--- src/rtl/bnn_conv_multi_kernel.sv ---
// Binary XNOR-popcount 3x3 convolution over a stream of NxN matrices, NUM_K kernels per matrix.
// Optional macro THRESH_PROG_EN: per-kernel threshold from weight bits[12:9]; otherwise T is fixed at 5.
module bnn_conv_multi_kernel #(
    parameter int DATA_W  = 16,
    parameter int ADDR_W  = 12,
    parameter int MAX_DIM = 16,
    parameter int NUM_K   = 2,
    parameter int WBASE   = 1
) (
    input  logic              clk,
    input  logic              reset_b,
    input  logic              dut_run,
    output logic              dut_busy,
    output logic              dut_error,
    output logic [ADDR_W-1:0] dut_sram_read_address,
    input  logic [DATA_W-1:0] sram_dut_read_data,
    output logic [ADDR_W-1:0] dut_sram_write_address,
    output logic [DATA_W-1:0] dut_sram_write_data,
    output logic              dut_sram_write_enable,
    output logic [ADDR_W-1:0] dut_wmem_read_address,
    input  logic [DATA_W-1:0] wmem_dut_read_data
);
    localparam int DIM_W = $clog2(MAX_DIM + 1);
    localparam int K_W   = (NUM_K > 1) ? $clog2(NUM_K) : 1;
    localparam int WC_W  = $clog2(NUM_K + 2);
    localparam logic [ADDR_W-1:0] A_ONE = ADDR_W'(1);

    typedef enum logic [2:0] {IDLE, LOADW, HDR, FILL, ROW, NEXT, DONE} state_t;

    state_t              state, state_nxt;
    logic                busy_nxt, error_nxt, wr_en_nxt;
    logic [ADDR_W-1:0]   rd_addr_nxt, wr_addr_nxt, w_addr_nxt;
    logic [DATA_W-1:0]   wr_data_nxt;
    logic [ADDR_W-1:0]   base, base_nxt, wr_ptr, wr_ptr_nxt;
    logic [DIM_W-1:0]    dim, dim_nxt, row_cnt, row_nxt;
    logic [1:0]          fill_cnt, fill_nxt;
    logic [K_W-1:0]      k_idx, k_nxt, w_sel;
    logic [WC_W-1:0]     w_cnt, wcnt_nxt;
    logic                shift_en, w_load;

    logic [8:0]          taps [NUM_K];
    logic [8:0]          cur_taps;
    logic [3:0]          thr;
    logic [3:0]          pop;
    logic [MAX_DIM-1:0]  win_top, win_mid;
    logic [2:0][MAX_DIM-1:0] rows;
    logic [DATA_W-1:0]   row_word;
    logic [7:0]          hdr_dim;

`ifdef THRESH_PROG_EN
    logic [3:0] thresh [NUM_K];
    logic       unused_wbits;
    assign thr          = thresh[k_idx];
    assign unused_wbits = ^wmem_dut_read_data[DATA_W-1:13];
`else
    logic       unused_wbits;
    assign thr          = 4'd5;
    assign unused_wbits = ^wmem_dut_read_data[DATA_W-1:9];
`endif

    assign hdr_dim  = sram_dut_read_data[7:0];
    assign cur_taps = taps[k_idx];
    // Window is the two buffered rows plus the row arriving from SRAM this cycle.
    assign rows     = {sram_dut_read_data[MAX_DIM-1:0], win_mid, win_top};

    always_comb begin
        row_word = '0;
        pop      = '0;
        for (int c = 0; c < MAX_DIM - 2; c++) begin
            pop = '0;
            for (int r = 0; r < 3; r++) begin
                for (int x = 0; x < 3; x++) begin
                    pop = pop + {3'b000, cur_taps[3*r+x] ~^ rows[r][c+x]};
                end
            end
            if (c < int'(dim) - 2) begin
                row_word[c] = (pop >= thr);
            end
        end
    end

    always_comb begin
        // NOTE: every signal gets a default before the case, so no path can infer a latch.
        state_nxt   = state;
        busy_nxt    = dut_busy;
        error_nxt   = dut_error;
        rd_addr_nxt = dut_sram_read_address;
        w_addr_nxt  = dut_wmem_read_address;
        wr_addr_nxt = dut_sram_write_address;
        wr_data_nxt = dut_sram_write_data;
        wr_en_nxt   = 1'b0;
        base_nxt    = base;
        dim_nxt     = dim;
        row_nxt     = row_cnt;
        fill_nxt    = fill_cnt;
        k_nxt       = k_idx;
        wcnt_nxt    = w_cnt;
        wr_ptr_nxt  = wr_ptr;
        shift_en    = 1'b0;
        w_load      = 1'b0;
        w_sel       = '0;

        unique case (state)
            IDLE: begin
                if (dut_run) begin
                    state_nxt   = LOADW;
                    busy_nxt    = 1'b1;
                    error_nxt   = 1'b0;
                    w_addr_nxt  = ADDR_W'(WBASE);
                    wcnt_nxt    = '0;
                    rd_addr_nxt = '0;
                    base_nxt    = '0;
                    wr_ptr_nxt  = '0;
                end
            end
            LOADW: begin
                w_addr_nxt = dut_wmem_read_address + A_ONE;
                wcnt_nxt   = w_cnt + WC_W'(1);
                w_load     = (w_cnt != '0);
                w_sel      = K_W'(w_cnt - WC_W'(1));
                if (w_cnt == WC_W'(NUM_K)) begin
                    state_nxt = HDR;
                end
            end
            HDR: begin
                if (sram_dut_read_data == DATA_W'(16'h00FF)) begin
                    state_nxt = DONE;
                end else if (hdr_dim < 8'd3 || hdr_dim > 8'(MAX_DIM)) begin
                    error_nxt = 1'b1;
                    state_nxt = DONE;
                end else begin
                    dim_nxt     = DIM_W'(hdr_dim);
                    k_nxt       = '0;
                    fill_nxt    = '0;
                    rd_addr_nxt = base + A_ONE;
                    state_nxt   = FILL;
                end
            end
            FILL: begin
                // First FILL cycle only presents row 0's address; data follows a cycle later.
                rd_addr_nxt = dut_sram_read_address + A_ONE;
                fill_nxt    = fill_cnt + 2'd1;
                shift_en    = (fill_cnt != 2'd0);
                if (fill_cnt == 2'd2) begin
                    row_nxt   = '0;
                    state_nxt = ROW;
                end
            end
            ROW: begin
                shift_en    = 1'b1;
                wr_en_nxt   = 1'b1;
                wr_addr_nxt = wr_ptr;
                wr_data_nxt = row_word;
                wr_ptr_nxt  = wr_ptr + A_ONE;
                row_nxt     = row_cnt + DIM_W'(1);
                // On the last row the read address already points at the next header; hold it.
                if (row_cnt == dim - DIM_W'(3)) begin
                    state_nxt = NEXT;
                end else begin
                    rd_addr_nxt = dut_sram_read_address + A_ONE;
                end
            end
            NEXT: begin
                if (k_idx == K_W'(NUM_K - 1)) begin
                    base_nxt  = base + ADDR_W'(dim) + A_ONE;
                    state_nxt = HDR;
                end else begin
                    k_nxt       = k_idx + K_W'(1);
                    rd_addr_nxt = base + A_ONE;
                    fill_nxt    = '0;
                    state_nxt   = FILL;
                end
            end
            DONE: begin
                if (!dut_sram_write_enable) begin
                    busy_nxt  = 1'b0;
                    state_nxt = IDLE;
                end
            end
            default: state_nxt = IDLE;
        endcase
    end

    always_ff @(posedge clk) begin
        // NOTE: sequential state uses non-blocking assignments so all registers update together.
        if (reset_b) begin
            state                  <= IDLE;
            dut_busy               <= 1'b0;
            dut_error              <= 1'b0;
            dut_sram_read_address  <= '0;
            dut_sram_write_address <= '0;
            dut_sram_write_data    <= '0;
            dut_sram_write_enable  <= 1'b0;
            dut_wmem_read_address  <= '0;
            base                   <= '0;
            dim                    <= '0;
            row_cnt                <= '0;
            fill_cnt               <= '0;
            k_idx                  <= '0;
            w_cnt                  <= '0;
            wr_ptr                 <= '0;
        end else begin
            state                  <= state_nxt;
            dut_busy               <= busy_nxt;
            dut_error              <= error_nxt;
            dut_sram_read_address  <= rd_addr_nxt;
            dut_sram_write_address <= wr_addr_nxt;
            dut_sram_write_data    <= wr_data_nxt;
            dut_sram_write_enable  <= wr_en_nxt;
            dut_wmem_read_address  <= w_addr_nxt;
            base                   <= base_nxt;
            dim                    <= dim_nxt;
            row_cnt                <= row_nxt;
            fill_cnt               <= fill_nxt;
            k_idx                  <= k_nxt;
            w_cnt                  <= wcnt_nxt;
            wr_ptr                 <= wr_ptr_nxt;
        end
    end

    always_ff @(posedge clk) begin
        if (reset_b) begin
            win_top <= '0;
            win_mid <= '0;
        end else if (shift_en) begin
            win_top <= win_mid;
            win_mid <= sram_dut_read_data[MAX_DIM-1:0];
        end
    end

    // NOTE: the weight bank is only NUM_K small registers, so clearing it on reset is cheap and keeps state deterministic.
    always_ff @(posedge clk) begin
        if (reset_b) begin
            for (int i = 0; i < NUM_K; i++) begin
                taps[i] <= '0;
`ifdef THRESH_PROG_EN
                thresh[i] <= '0;
`endif
            end
        end else if (w_load) begin
            taps[w_sel] <= wmem_dut_read_data[8:0];
`ifdef THRESH_PROG_EN
            thresh[w_sel] <= wmem_dut_read_data[12:9];
`endif
        end
    end

endmodule

--- config.mk ---
export PLATFORM = sky130hd
export DESIGN_NAME = bnn_conv_multi_kernel
export DESIGN_NICKNAME = d
export VERILOG_FILES = /design/src/rtl/bnn_conv_multi_kernel.sv
export SDC_FILE = /design/constraint.sdc
export NUM_CORES = 1
export LEC_CHECK = 0
export CELL_PAD_IN_SITES_DETAIL_PLACEMENT = 1
export CELL_PAD_IN_SITES_GLOBAL_PLACEMENT = 2
export CORE_AREA = 2 2 197 199
export CTS_CLUSTER_DIAMETER = 200
export CTS_CLUSTER_SIZE = 16
export DETAILED_ROUTE_END_ITERATION = 6
export DIE_AREA = 0 0 199 201
export GPL_ROUTABILITY_DRIVEN = 0
export PLACE_DENSITY = 0.68
export SYNTH_ARGS = -nofsm -noshare
export SYNTH_HDL_FRONTEND = slang
export SYNTH_SLANG_ARGS = --single-unit
--- constraint.sdc ---
create_clock -name clk -period 5 [get_ports clk]
set_input_delay 0.5 -clock clk [delete_from_list [all_inputs] [get_ports clk]]
set_output_delay 0.5 -clock clk [all_outputs]
set_load 0.05 [all_outputs]
==> results_tabular.tex <==
\begin{tabular}{lr}
\hline
Metric & Value \\
\hline
\multicolumn{2}{l}{\textbf{Logic synthesis}} \\
Mean area per synthesized cell & 8.53 um2 \\
Synth Flop Type & sky130\_fd\_sc\_hd\_\_dfxtp\_1 \\
Most repeated cell in the gate-level netlist after synthesis & sky130\_fd\_sc\_hd\_\_nand2\_1 \\
Number of flops mapped to enable cells by yosys & 18 \\
List of most frequent post-synthesis cells & sky130\_fd\_sc\_hd\_\_nand2\_1 (145), sky130\_fd\_sc\_hd\_\_dfxtp\_1 (128), sky130\_fd\_sc\_hd\_\_inv\_1 (115), sky130\_fd\_sc\_hd\_\_xnor2\_1 (111), sky130\_fd\_sc\_hd\_\_a21oi\_1 (109) \\
Synthesized flop and latch total & 146 \\
Post-synthesis cell type with the largest combined area & sky130\_fd\_sc\_hd\_\_dfxtp\_1 \\
Fraction of synthesized cell area taken by the top area cell type & 23.6\% \\
Gate Count Post-Synth & around 1300 \\
Post-synth ARST share & 0\% \\
Portion of the post-synthesis area used by sequential elements & between 20\% and 30\% \\
Count of cell types in the netlist & between 60 and 70 \\
Number of warning messages in the yosys log & 0 \\
Post-synthesis instance area & 10900 um2 \\
Largest cells by area after synthesis & sky130\_fd\_sc\_hd\_\_dfxtp\_1 (24\%), sky130\_fd\_sc\_hd\_\_fa\_1 (13\%), sky130\_fd\_sc\_hd\_\_xnor2\_1 (8.9\%) \\
\multicolumn{2}{l}{\textbf{STA}} \\
Accumulated negative setup slack & 0 ns \\
Highest Clock Rate & between 200 and 250 MHz \\
Min setup slack post-route & between 0.3 and 0.4 ns \\
Unrepaired setup endpoints after global routing & no \\
Final count of negative-setup-slack endpoints & 0 \\
Slew at the pin with the worst max-slew slack & $\sim$1.2 ns \\
Pins Over Slew Limit & 0 \\
Final worst path period share & between 90 and 100\% \\
Final hold violation count & 0 \\
Clock Skews & roughly 0.0092 ns \\
Slew HR & $\sim$22\% \\
Post-layout minimum cycle time & 4.69 ns \\
\multicolumn{2}{l}{\textbf{Placement}} \\
HPWL after detailed placement & about 23000 um \\
Count of buffers inserted at the top-level ports & 80 \\
Post-Place Worst Slack & 0.309 ns \\
\multicolumn{2}{l}{\textbf{Pwr}} \\
Maximum vdd drop & roughly 240 uV \\
P\_leak & approximately 4.7 nW \\
Pwr Density & roughly 310 nW/um2 \\
Overall power after layout & about 4 mW \\
\multicolumn{2}{l}{\textbf{Routing}} \\
Wirelength per Cell & 17.1 um \\
Length of the first detailed-routing pass in iterations & 4 \\
Number of violations reported at the end of detailed-routing iteration 0 & between 300 and 400 \\
Total wire length & between 30000 and 40000 um \\
Detailed-route DRC error count & 0 \\
Via Count & approximately 8900 \\
Via count normalized by instance count & 4.81 \\
Final antenna-violating net count & 0 \\
\multicolumn{2}{l}{\textbf{Critical path}} \\
Cell with the biggest individual delay on the critical path & sky130\_fd\_sc\_hd\_\_fa\_1 \\
Series of cell instances along the critical path & mux2i\_2, buf\_12, xnor2\_1, fa\_1, fa\_1, fa\_1, inv\_1, fa\_1, inv\_1, fa\_1, nand2b\_1, a221oi\_1, a2111oi\_0, buf\_4, a21oi\_1, nor2\_1 \\
Worst path required time & about 5.4 ns \\
Largest stage delay on the critical path & $\sim$0.55 ns \\
Class of the most critical setup path & reg2reg \\
Critical Path Source Type & register \\
Crit path capture type & register \\
CP max FO & 14 \\
Critical Path Most Common Cell & sky130\_fd\_sc\_hd\_\_fa\_1 \\
Data arrival time at the worst-slack endpoint & between 5 and 6 ns \\
\multicolumn{2}{l}{\textbf{Layout}} \\
Synth-to-Final Area Change & 18.7\% \\
Layout cell share with drive strength beyond 1 & between 6 and 7\% \\
Net total in the final layout & 1470 \\
Number of filler instances in the final layout & about 4400 \\
\multicolumn{2}{l}{\textbf{Clocking}} \\
TritonCTS clock tree & yes \\
Number of buffers inserted to repair setup after CTS & 0 \\
Cell chosen for the clock root & sky130\_fd\_sc\_hd\_\_clkbuf\_16 \\
Clk Latency, worst-skew pair & approximately 0.43 ns \\
Number of sinks driven by the clock tree & around 150 \\
Number of H-tree levels & 4 \\
Number of buffers between clock root and the deepest sink & 2 \\
Number of buffers added by the clock tree synthesis step & 17 \\
CTS resizes & 0 \\
Hold buffers post-CTS & 0 \\
Clock transition at path regs & around 0.060 ns \\
\multicolumn{2}{l}{\textbf{Global route}} \\
Vias in the first global route & $\sim$9500 \\
Number of antenna violations at the first check in global routing & 1 \\
Wire length of the first global-routing pass & about 51000 um \\
Global-route congestion overflow total & 0 \\
Combined global-route utilization of all metal layers & between 10\% and 20\% \\
Maximum number of pins on one net before global-route repair & between 60 and 70 \\
\multicolumn{2}{l}{\textbf{Floorplan}} \\
Core footprint & between 30000 and 40000 um2 \\
Count of boundary I/O pins & 90 \\
Number of cell rows & a little over 70 \\
Die Y & around 200 um \\
Starting density of the core & 28.5\% \\
Die width & between 150 and 200 um \\
Die area & 40000 um2 \\
\multicolumn{2}{l}{\textbf{Outcome}} \\
Outcome & finished clean \\
\multicolumn{2}{l}{\textbf{Min path}} \\
Class of the tightest hold or removal check & in2reg \\
\multicolumn{2}{l}{\textbf{Flow run}} \\
Number of max-cap violations & 0 \\
\hline
\end{tabular}
[sequential cells by signal, summed over array words and instances, names as in the netlist, named ones only]
signal and flops:
state 3, win_top 16, dut_error 1, k_idx 1
dim 5, wr_ptr 12, dut_busy 1, w_cnt 2
taps 18, fill_cnt 2, dut_wmem_read_address 12, row_cnt 5
dut_sram_read_address 12, base 12, dut_sram_write_enable 1, win_mid 16
dut_sram_write_address 12, dut_sram_write_data 14
[layout make-up]
| cell class | count | area, um2 | area share [%] |
|---|---|---|---|
| inverter | 115 | 432 | 3.35 |
| sequential | 146 | 3100 | 24.1 |
| clock inverter | 12 | 204 | 1.58 |
| tap | 518 | 648 | 5.03 |
| clock buffer | 19 | 454 | 3.52 |
| antenna | 1 | 2.50 | 0.0194 |
| timing repair buffer | 103 | 1010 | 7.82 |
| multi-input combinational | 935 | 7040 | 54.6 |
[final timing paths]
| kind | from | endpoint | slack [ns] | cells after the start |
|---|---|---|---|---|
| setup / recovery | register | dut_sram_write_data[13] | 0.31 | 16 |
| hold / removal | reset_b | state[2] | 0.34 | 2 |
| setup reg to reg | register | dut_sram_write_data[13] | 0.31 | 16 |
| hold reg to reg | dut_sram_write_address[5] | dut_sram_write_address[5] | 0.45 | 2 |
[worst max-delay path, delay by kind of cell, from the launching register on]
family | cells | cell delay (ns)
flip-flops | 1 | 0.51
XOR/XNOR | 1 | 0.16
AND/OR/NAND/NOR | 2 | 0.21
multiplexers | 1 | 0.31
buffers and inverters | 4 | 0.52
AO/OA/AOI/OAI | 3 | 0.52
adder cells (fa/ha/maj) | 5 | 2.39
[cells by family after synthesis]
| logic type | after synthesis | synth area share (%) |
|---|---|---|
| flops | 146 | 28.6 |
| simple gates | 412 | 18.3 |
| fa+ha+maj | 117 | 18.4 |
| buf+inv | 193 | 7.17 |
| xor+xnor | 148 | 11.9 |
| mux | 22 | 2.06 |
| other cells | 1 | 0.0345 |
| compound gates | 234 | 13.6 |
[stage by stage]
stage                     cell area [um2]  utilization, %  hold slack (ns)  instances
final                               12900            33.8            0.342       1849
after global routing                12900            33.8            0.344       1848
after CTS                           12900            33.8            0.329       1848
after detailed placement            12200            32.1            0.449       1817
after global placement              12200            32.1            0.446       1817
after floorplan                     10900               -            0.435       1274
[layer usage]
layer  vias to the layer above  part of all wire, %  track usage [%]  routed length (um)
met5                         -                0.041                0                  13
met4                         2                  1.2             4.26                 379
met3                        26                  3.0             2.69                 953
met2                        89                   49             28.4               15600
met1                      4436                   46             21.1               14700
li1                       4346                    -                -                   -
[power by group]
| group | internal (mW) | switching (mW) | total (mW) |
|---|---|---|---|
| Clock | 0.916 | 0.543 | 1.46 |
| Combinational | 0.554 | 0.746 | 1.30 |
| Sequential | 1.21 | 0.0358 | 1.25 |
[placed cells by master (no fill, tap or decap), types with 5 or more instances in the layout]
master and count:
sky130_fd_sc_hd__mux2i_1 10, sky130_fd_sc_hd__clkdlybuf4s50_1 79, sky130_fd_sc_hd__nand2b_1 18, sky130_fd_sc_hd__inv_1 115, sky130_fd_sc_hd__a22oi_1 10, sky130_fd_sc_hd__nand3_1 27
sky130_fd_sc_hd__a31oi_1 9, sky130_fd_sc_hd__a221oi_1 11, sky130_fd_sc_hd__nor2b_1 11, sky130_fd_sc_hd__dfxtp_1 128, sky130_fd_sc_hd__ha_1 46, sky130_fd_sc_hd__nor3_1 17
sky130_fd_sc_hd__or2_2 6, sky130_fd_sc_hd__nor2_1 101, sky130_fd_sc_hd__xnor2_1 111, sky130_fd_sc_hd__buf_4 21, sky130_fd_sc_hd__edfxtp_1 18, sky130_fd_sc_hd__a21oi_1 109
sky130_fd_sc_hd__nor4_1 9, sky130_fd_sc_hd__nand4_1 8, sky130_fd_sc_hd__and3_1 6, sky130_fd_sc_hd__and2_1 20, sky130_fd_sc_hd__xor2_1 37, sky130_fd_sc_hd__clkbuf_16 18
sky130_fd_sc_hd__o21ai_0 33, sky130_fd_sc_hd__a32oi_1 7, sky130_fd_sc_hd__bufinv_16 5, sky130_fd_sc_hd__a311oi_1 7, sky130_fd_sc_hd__a221o_1 6, sky130_fd_sc_hd__mux2i_2 9
sky130_fd_sc_hd__a211oi_1 6, sky130_fd_sc_hd__or3b_2 5, sky130_fd_sc_hd__fa_1 71, sky130_fd_sc_hd__or3_1 11, sky130_fd_sc_hd__nand2_1 145
No activity file was read; power rests on OpenSTA's default activity.
